<file path="config.mk">
export PLATFORM = sky130hd
export DESIGN_NAME = booth_mult_r4_hs
export DESIGN_NICKNAME = d
export VERILOG_FILES = /design/src/rtl/booth_mult_r4_hs.sv
export SDC_FILE = /design/constraint.sdc
export NUM_CORES = 1
export LEC_CHECK = 0
export BUFFER_PORTS_ARGS = -buffer_cell sky130_fd_sc_hd__buf_2
export CAP_MARGIN = 15
export CORE_ASPECT_RATIO = 1.5
export CORE_UTILIZATION = 47
export CTS_BUF_LIST = sky130_fd_sc_hd__clkbuf_16
export DETAILED_ROUTE_END_ITERATION = 10
export PLACE_DENSITY = 0.68
export SYNTH_ARGS = -nofsm -noshare
export SYNTH_HDL_FRONTEND = slang
export SYNTH_SLANG_ARGS = --single-unit
</file>
<file path="constraint.sdc">
create_clock -name clk -period 7.69 [get_ports clk]
set_input_delay 0.3845 -clock clk [delete_from_list [all_inputs] [get_ports clk]]
set_output_delay 0.3845 -clock clk [all_outputs]
set_load 0.005 [all_outputs]
</file>
<file path="src/rtl/booth_mult_r4_hs.sv">
// Iterative radix-4 Booth multiplier with valid/ready handshakes on both sides.
// Signed/unsigned per operation, one radix-4 step per cycle, one multiply in flight.
module booth_mult_r4_hs #(
  parameter int A_WIDTH = 24,
  parameter int B_WIDTH = 8,
  parameter int P_WIDTH = A_WIDTH + B_WIDTH
) (
  input  logic               clk,
  input  logic               rst_n,
  input  logic               in_valid,
  output logic               in_ready,
  input  logic [A_WIDTH-1:0] A,
  input  logic [B_WIDTH-1:0] B,
  input  logic               signed_mode,
  output logic               out_valid,
  input  logic               out_ready,
  output logic [P_WIDTH-1:0] P,
  output logic               busy
);

  localparam int ACC_W = A_WIDTH + B_WIDTH + 2;
  localparam int BX_W  = B_WIDTH + 2;
  localparam int CNT_W = $clog2(B_WIDTH / 2 + 2);

  if (A_WIDTH < 2) begin : g_chk_a
    $error("booth_mult_r4_hs: A_WIDTH must be >= 2");
  end
  if ((B_WIDTH % 2) != 0 || B_WIDTH < 2) begin : g_chk_b
    $error("booth_mult_r4_hs: B_WIDTH must be even and >= 2");
  end
  if (P_WIDTH != A_WIDTH + B_WIDTH) begin : g_chk_p
    $error("booth_mult_r4_hs: P_WIDTH must equal A_WIDTH + B_WIDTH");
  end

  typedef enum logic [1:0] {IDLE, CALC, DONE} state_e;

  state_e             state_q, state_d;
  logic [ACC_W-1:0]   m_q, m_d;       // extended multiplicand, pre-shifted to weight 4^i
  logic [BX_W-1:0]    b_q, b_d;       // extended multiplier, consumed two bits per step
  logic               prev_q, prev_d; // B[2i-1] for the current triplet
  logic [ACC_W-1:0]   acc_q, acc_d;
  logic [CNT_W-1:0]   cnt_q, cnt_d;
  logic [P_WIDTH-1:0] p_q, p_d;
  logic [ACC_W-1:0]   booth_add;

  always_comb begin
    booth_add = '0;
    unique case ({b_q[1], b_q[0], prev_q})
      3'b001, 3'b010: booth_add = m_q;
      3'b011:         booth_add = m_q << 1;
      3'b100:         booth_add = -(m_q << 1);
      3'b101, 3'b110: booth_add = -m_q;
      default:        booth_add = '0;
    endcase
  end

  // NOTE: every next-state signal is defaulted to its register first so no
  // path through the case below can leave a value unassigned and infer a latch.
  always_comb begin
    state_d = state_q;
    m_d     = m_q;
    b_d     = b_q;
    prev_d  = prev_q;
    acc_d   = acc_q;
    cnt_d   = cnt_q;
    p_d     = p_q;
    unique case (state_q)
      IDLE: begin
        if (in_valid) begin
          m_d     = {{(ACC_W - A_WIDTH){signed_mode & A[A_WIDTH-1]}}, A};
          b_d     = {{2{signed_mode & B[B_WIDTH-1]}}, B};
          prev_d  = 1'b0;
          acc_d   = '0;
          // Unsigned needs one extra step to consume the zero-extension bits.
          cnt_d   = signed_mode ? CNT_W'(B_WIDTH / 2) : CNT_W'(B_WIDTH / 2 + 1);
          state_d = CALC;
        end
      end
      CALC: begin
        acc_d  = acc_q + booth_add;
        m_d    = m_q << 2;
        b_d    = {{2{b_q[BX_W-1]}}, b_q[BX_W-1:2]};
        prev_d = b_q[1];
        cnt_d  = cnt_q - CNT_W'(1);
        if (cnt_q == CNT_W'(1)) begin
          p_d     = acc_d[P_WIDTH-1:0];
          state_d = DONE;
        end
      end
      DONE: begin
        if (out_ready) state_d = IDLE;
      end
      default: state_d = IDLE;
    endcase
  end

  // NOTE: sequential state uses non-blocking assignments so every register
  // samples the pre-edge values, independent of statement order.
  always_ff @(posedge clk or negedge rst_n) begin
    if (!rst_n) begin
      state_q <= IDLE;
      m_q     <= '0;
      b_q     <= '0;
      prev_q  <= 1'b0;
      acc_q   <= '0;
      cnt_q   <= '0;
      p_q     <= '0;
    end else begin
      state_q <= state_d;
      m_q     <= m_d;
      b_q     <= b_d;
      prev_q  <= prev_d;
      acc_q   <= acc_d;
      cnt_q   <= cnt_d;
      p_q     <= p_d;
    end
  end

  assign in_ready  = (state_q == IDLE);
  assign busy      = (state_q != IDLE);
  assign out_valid = (state_q == DONE);
  assign P         = p_q;

endmodule

</file>
# Word level (Yosys, flattened, before mapping)
# Cells that the tools add are included.
totals:
  reg_bits: 116
  output_inout_bits: 35
  n_memories: 0
  input_bits: 37
  latch_bits: 0
  word_cells: 52
  ramBits: 0
  romBits: 0
op_classes:
  n_lt_le_gt_ge: 0
  bitwise_logic: 3
  addsub: 4
  muxes: 16
  shifts: 0
  n_reduce_logical: 9
  n_mul: 0
  eq_ne: 12
  n_div: 0
ops:
  columns: ["operator", "count"]
  rows:
  - ["case mux 34 bit (2 select lines)", 2]
  - ["case mux 34 bit (4 select lines)", 1]
  - ["two-way mux 34 bit", 2]
  - ["negation 34 bit", 2]
  - ["adder 34 bit", 1]
  - ["case mux 10 bit (2 select lines)", 1]
  - ["two-way mux 10 bit", 1]
  - ["== test 3 bit (second input constant)", 3]
  - ["== test 3 x 1 -> 1 bit (second input constant)", 2]
  - ["== test 3 x 2 -> 1 bit (second input constant)", 2]
  - ["two-way mux 2 bit", 3]
  - ["case mux 2 bit (3 select lines)", 1]
  - ["case mux 3 bit (2 select lines)", 1]
  - ["AND reduction 3 bit", 2]
  - ["!= test 2 bit (second input constant)", 2]
  - ["AND reduction 2 bit", 2]
  - ["nonzero test 2 bit", 2]
  - ["OR reduction 2 bit", 2]
  - ["two-way mux 3 bit", 1]
  - ["subtractor 3 x 1 -> 3 bit (second input constant)", 1]
  - ["AND 1 bit", 2]
  - ["== test 2 x 1 -> 1 bit (second input constant)", 1]
  - ["== test 2 bit (second input constant)", 1]
  - ["logical NOT 2 bit", 1]
  - ["other kinds (4)", 5]

# Logic depth before layout (Yosys ltp)
logic_depth:
  depth_word: 5
  mapped_depth: 21
  ltp_nobuf: 19

# Worst setup path before layout
# OpenSTA, ideal clock, no wires.
synth_path:
  kind: "register -> register"
  start: "register m_q[0]"
  end: "register p_q[31] (netlist: P[31])"
  arrival_time_ps: 4652
  setup_ps: 125
  stages_incl_launch_ff: 21
  slack_ps: 2913
  period_less_slack_ps: 4777
  path_buffers: 1
  t_required_ps: 7565
  path_cell_list: "dfrtp_1 > inv_1 > ha_1 > or3b_2 > clkbuf_1 > nor4_1 > nand2_1 > or4_1 > nand2_1 > xnor2_1 > nand2_1 > nand3_1 > ha_1 > a2111oi_0 > o21ai_0 > a32o_1 > a41oi_1 > nand2_1 > a221oi_1 > xnor2_1 > mux2_2"
synth_via:
  elab_chain_len: 3
  elab_cells_between_ends: 4
  classes_between: "add/sub: 3; mux: 1"
synth_lines:
  columns: ["item", "line", "source"]
  rows:
  - ["from (decl)", "38", "logic [ACC_W-1:0] m_q, m_d;"]
  - ["from (signal assigned)", "110", "m_q <= m_d;"]
  - ["negation 34 bit, on equally long branches", "52, 51", null]
  - ["case mux 34 bit (4 select lines) *", "48", "unique case ({b_q[1], b_q[0], prev_q})"]
  - ["adder 34 bit *", "80", "acc_d = acc_q + booth_add;"]
  - ["to (signal assigned)", "115", "p_q <= p_d;"]
  - ["to (decl)", "43", "logic [P_WIDTH-1:0] p_q, p_d;"]
# Every way passes the cells marked *; elsewhere a longest branch is shown, timed or not.
# A chain may end at the register's enable or synchronous reset.

# Worst setup path after layout
# Same ends and word-level chain as after synthesis.

==> reports/qor.txt <==
EDFF count, synth: 0
Endpoint of the most critical register-to-register path: P[31]
Count of port buffers added during placement: 71
Endpoint class of the critical path: flip-flop
Max Freq: 181.2 MHz
Worst hold margin: 0.02629 ns
Fraction of the mapped netlist area in adder cells: 5.567%
Synthesized instance count: 974
Synthesized flop and latch total: 112
Summed instance area of the synthesized netlist: 8001 µm²
Relative slew slack: 30.63%
Design Area, Final: 8665 µm²
Arr. time, crit path: 5.77 ns
Count of boundary I/O pins: 72
RSZ-0062 raised after global routing: no
Library cell with the highest instance count after synthesis: nand2_1
Clk sinks: 112
Layout Skew: 0.007975 ns
Max-cap violations: 0
Quantity of hold-fixing buffers added after cts: 0
Worst setup path class: flip-flop to flip-flop
Failing checks: design-rule violations
Sequential cell area fraction in the yosys report: 35.03%
Biggest area consumer among synthesized cells: dfrtp_1
Commonest cells in the netlist: nand2_1 (143), o21ai_0 (130), dfrtp_1 (112)
Area share of xor/xnor cells in the synthesized design: 6.552%
Depth of the worst register-to-register path: 19
Via count of the first global-routing pass: 6787
Worst Path Required: 7.94 ns
Flop2flop setup slack: 2.17 ns
GRT Residual Overflow: 0
Maximum buffer depth of the clock tree: 2
DIE WIDTH: 108.5 µm
Global placement routability congestion: 0.9301
Number of placement rows: 58
Compound-Gate Fraction of Synth Area: 25.05%
Total half-perimeter wirelength after legalization and detailed placement: 15220 µm
Setup total negative slack: 0 ns
Initial Util: 47.94%
Post-detailed-route count of antenna-violating nets: 0
Maximum fanout along the worst path: 8
Time the worst path needs with I/O delays and setup: 5.518 ns
Clk pin slew, worst setup/hold paths: 0.08 ns
Cell area after placement: 8384 µm²
Gr usage total: 24.92%
First-pass GRT wire length: 34450 µm
Net count after synthesis: 1046
Area fraction of the dominant cell type after synthesis: 35.03%
Share of post-route cells with drive strength above 1: 11.84%
Slew at the pin closest to its max-slew limit: 1.037 ns
Largest family of logic cells by synthesized area: compound AO/OA/AOI/OAI gates
TritonCTS clock tree: done
Main flop type after synthesis: dfrtp_1
Post-cts repair resize count: 0
Setup Fix Bufs, Post-CTS: 0
Number of hold-slack violations in the final timing report: 0
Multiplexer share of the synthesized area: 3.925%
Count of antenna diodes in the layout: 0
Wirelength per Cell: 17.44 µm
Mean post-synth cell area: 8.215 µm²
Simple-gate area share of the yosys netlist: 18.59%
Clock latency of the later-clocked register in the worst-skew pair: 0.36 ns
Core Region: 16690 µm²
Share of synthesized registers carrying an async set or reset: 100.0%
Detailed Route WL: 20900 µm
Number of antenna violations at the first check in global routing: 0
Iteration-0 DRC Markers: 462
Root buffer selected by CTS: clkbuf_16
Count of warnings emitted by yosys: 0
DIE HEIGHT: 161.8 µm
Classification of the worst-slack hold path: input port to async pin
Reg2Reg Launch Point: m_q[0]
Final layout net count: 1055
H-tree Lvls: 3
Clock buffer count from CTS: 9
Final period util: 71.76%
Number of fillers in the final layout: 1696
Count of distinct cell types in the synthesized netlist: 71
Synth top area cells: dfrtp_1 (35%), o21ai_0 (8.1%), nand2_1 (6.7%)
Die Outline Area: 17560 µm²
Drt pass-1 iters: 8
Post-DR vias/cell: 5.967
Count of endpoints failing setup in the final report: 0
Number of design rule violations left after detail routing: 1
Area growth syn-to-layout: 8.288%
Largest net degree at the start of global routing: 68
Total vias in the final route: 7148
Startpoint type of the worst setup path: flip-flop
Result of the run: complete, but fails checks
Count of pins over their slew limit: 0
Final standard cell utilization of the core: 51.91%
==> cell usage in the layout, fill, tap and decap left out, types with 11 or more instances in the layout <==
cell type	synthesis	routed
nor3_1	15	15
buf_2	2	70
nor2_1	47	47
ha_1	34	34
inv_1	29	30
dfrtp_1	112	112
nand2_1	143	142
a21oi_1	62	62
o21ai_0	130	130
nand3_1	14	14
mux2i_1	28	28
xnor2_1	35	35
a21o_1	12	12
a221o_1	11	11
xor2_1	23	23
nand2b_1	18	17
==> state kept, by name (all words and copies together), names as in the netlist <==
signal	count
m_q	32
prev_q	1
cnt_q	3
state_q	2
acc_q	32
b_q	10
P	32
==> critical path, cell delays in order (launching register included) <==
cell and delay, ns:
dfrtp_1 0.43, inv_1 0.10, ha_1 0.20, or3b_2 0.54, nor4_1 0.58, nand2_1 0.22, or4_1 0.50, nand2_1 0.11
xnor2_1 0.06, nand2_1 0.08, nand3_1 0.09, ha_1 0.37, a2111oi_0 0.40, o21ai_0 0.19, a32o_1 0.28, a41oi_1 0.30
nand2_1 0.14, a221oi_1 0.40, xnor2_1 0.14, mux2_2 0.27
==> routing by layer <==
layer / track usage [%] / wire length, µm / vias up
met5: 0 / 0 / -
met2: 43.56 / 10710 / 189
met4: 9.459 / 612 / 0
met3: 2.769 / 790 / 39
met1: 31.05 / 8786 / 3411
li1: - / - / 3509
==> logic make-up (layout without fill, tap and decap cells) <==
family,after synthesis,count (layout)
AOI/OAI and AO/OA,319,319
buffers and inverters,110,124
DFF,112,112
muxes,31,31
and+or+nand+nor,308,308
xor gates and xnor gates,59,59
adders and majority gates,35,35
==> cell type report <==
class / instances / area (µm²) / area share [%]
Clock buffer: 9 / 225.2 / 2.599
Clock inverter: 7 / 55.05 / 0.6354
Tap cell: 210 / 262.8 / 3.032
Sequential cell: 112 / 2803 / 32.35
Inverter: 29 / 108.9 / 1.256
Timing Repair Buffer: 79 / 417.9 / 4.823
Multi-Input combinational cell: 752 / 4792 / 55.31
==> stage by stage <==
| step | worst slack (ns) | instances |
|---|---|---|
| finish | 2.172 | 1198 |
| global route | 1.710 | 1198 |
| CTS | 2.246 | 1198 |
| detailed placement | 2.257 | 1182 |
| global placement | 2.473 | 1182 |
| floorplan | 2.913 | 974 |
==> worst max-delay path by stage <==
stage                       end  cells past startpoint  startpoint
final                     P[31]                     19      m_q[0]
after global routing      P[31]                     19      m_q[1]
after CTS                 P[31]                     19      m_q[0]
after detailed placement  P[31]                     19      m_q[0]
after global placement    P[31]                     19      m_q[0]
after floorplan           P[31]                     20      m_q[0]
Power is not shown: default switching activity piles up to over one toggle a cycle in this logic, so the estimate is an artifact.
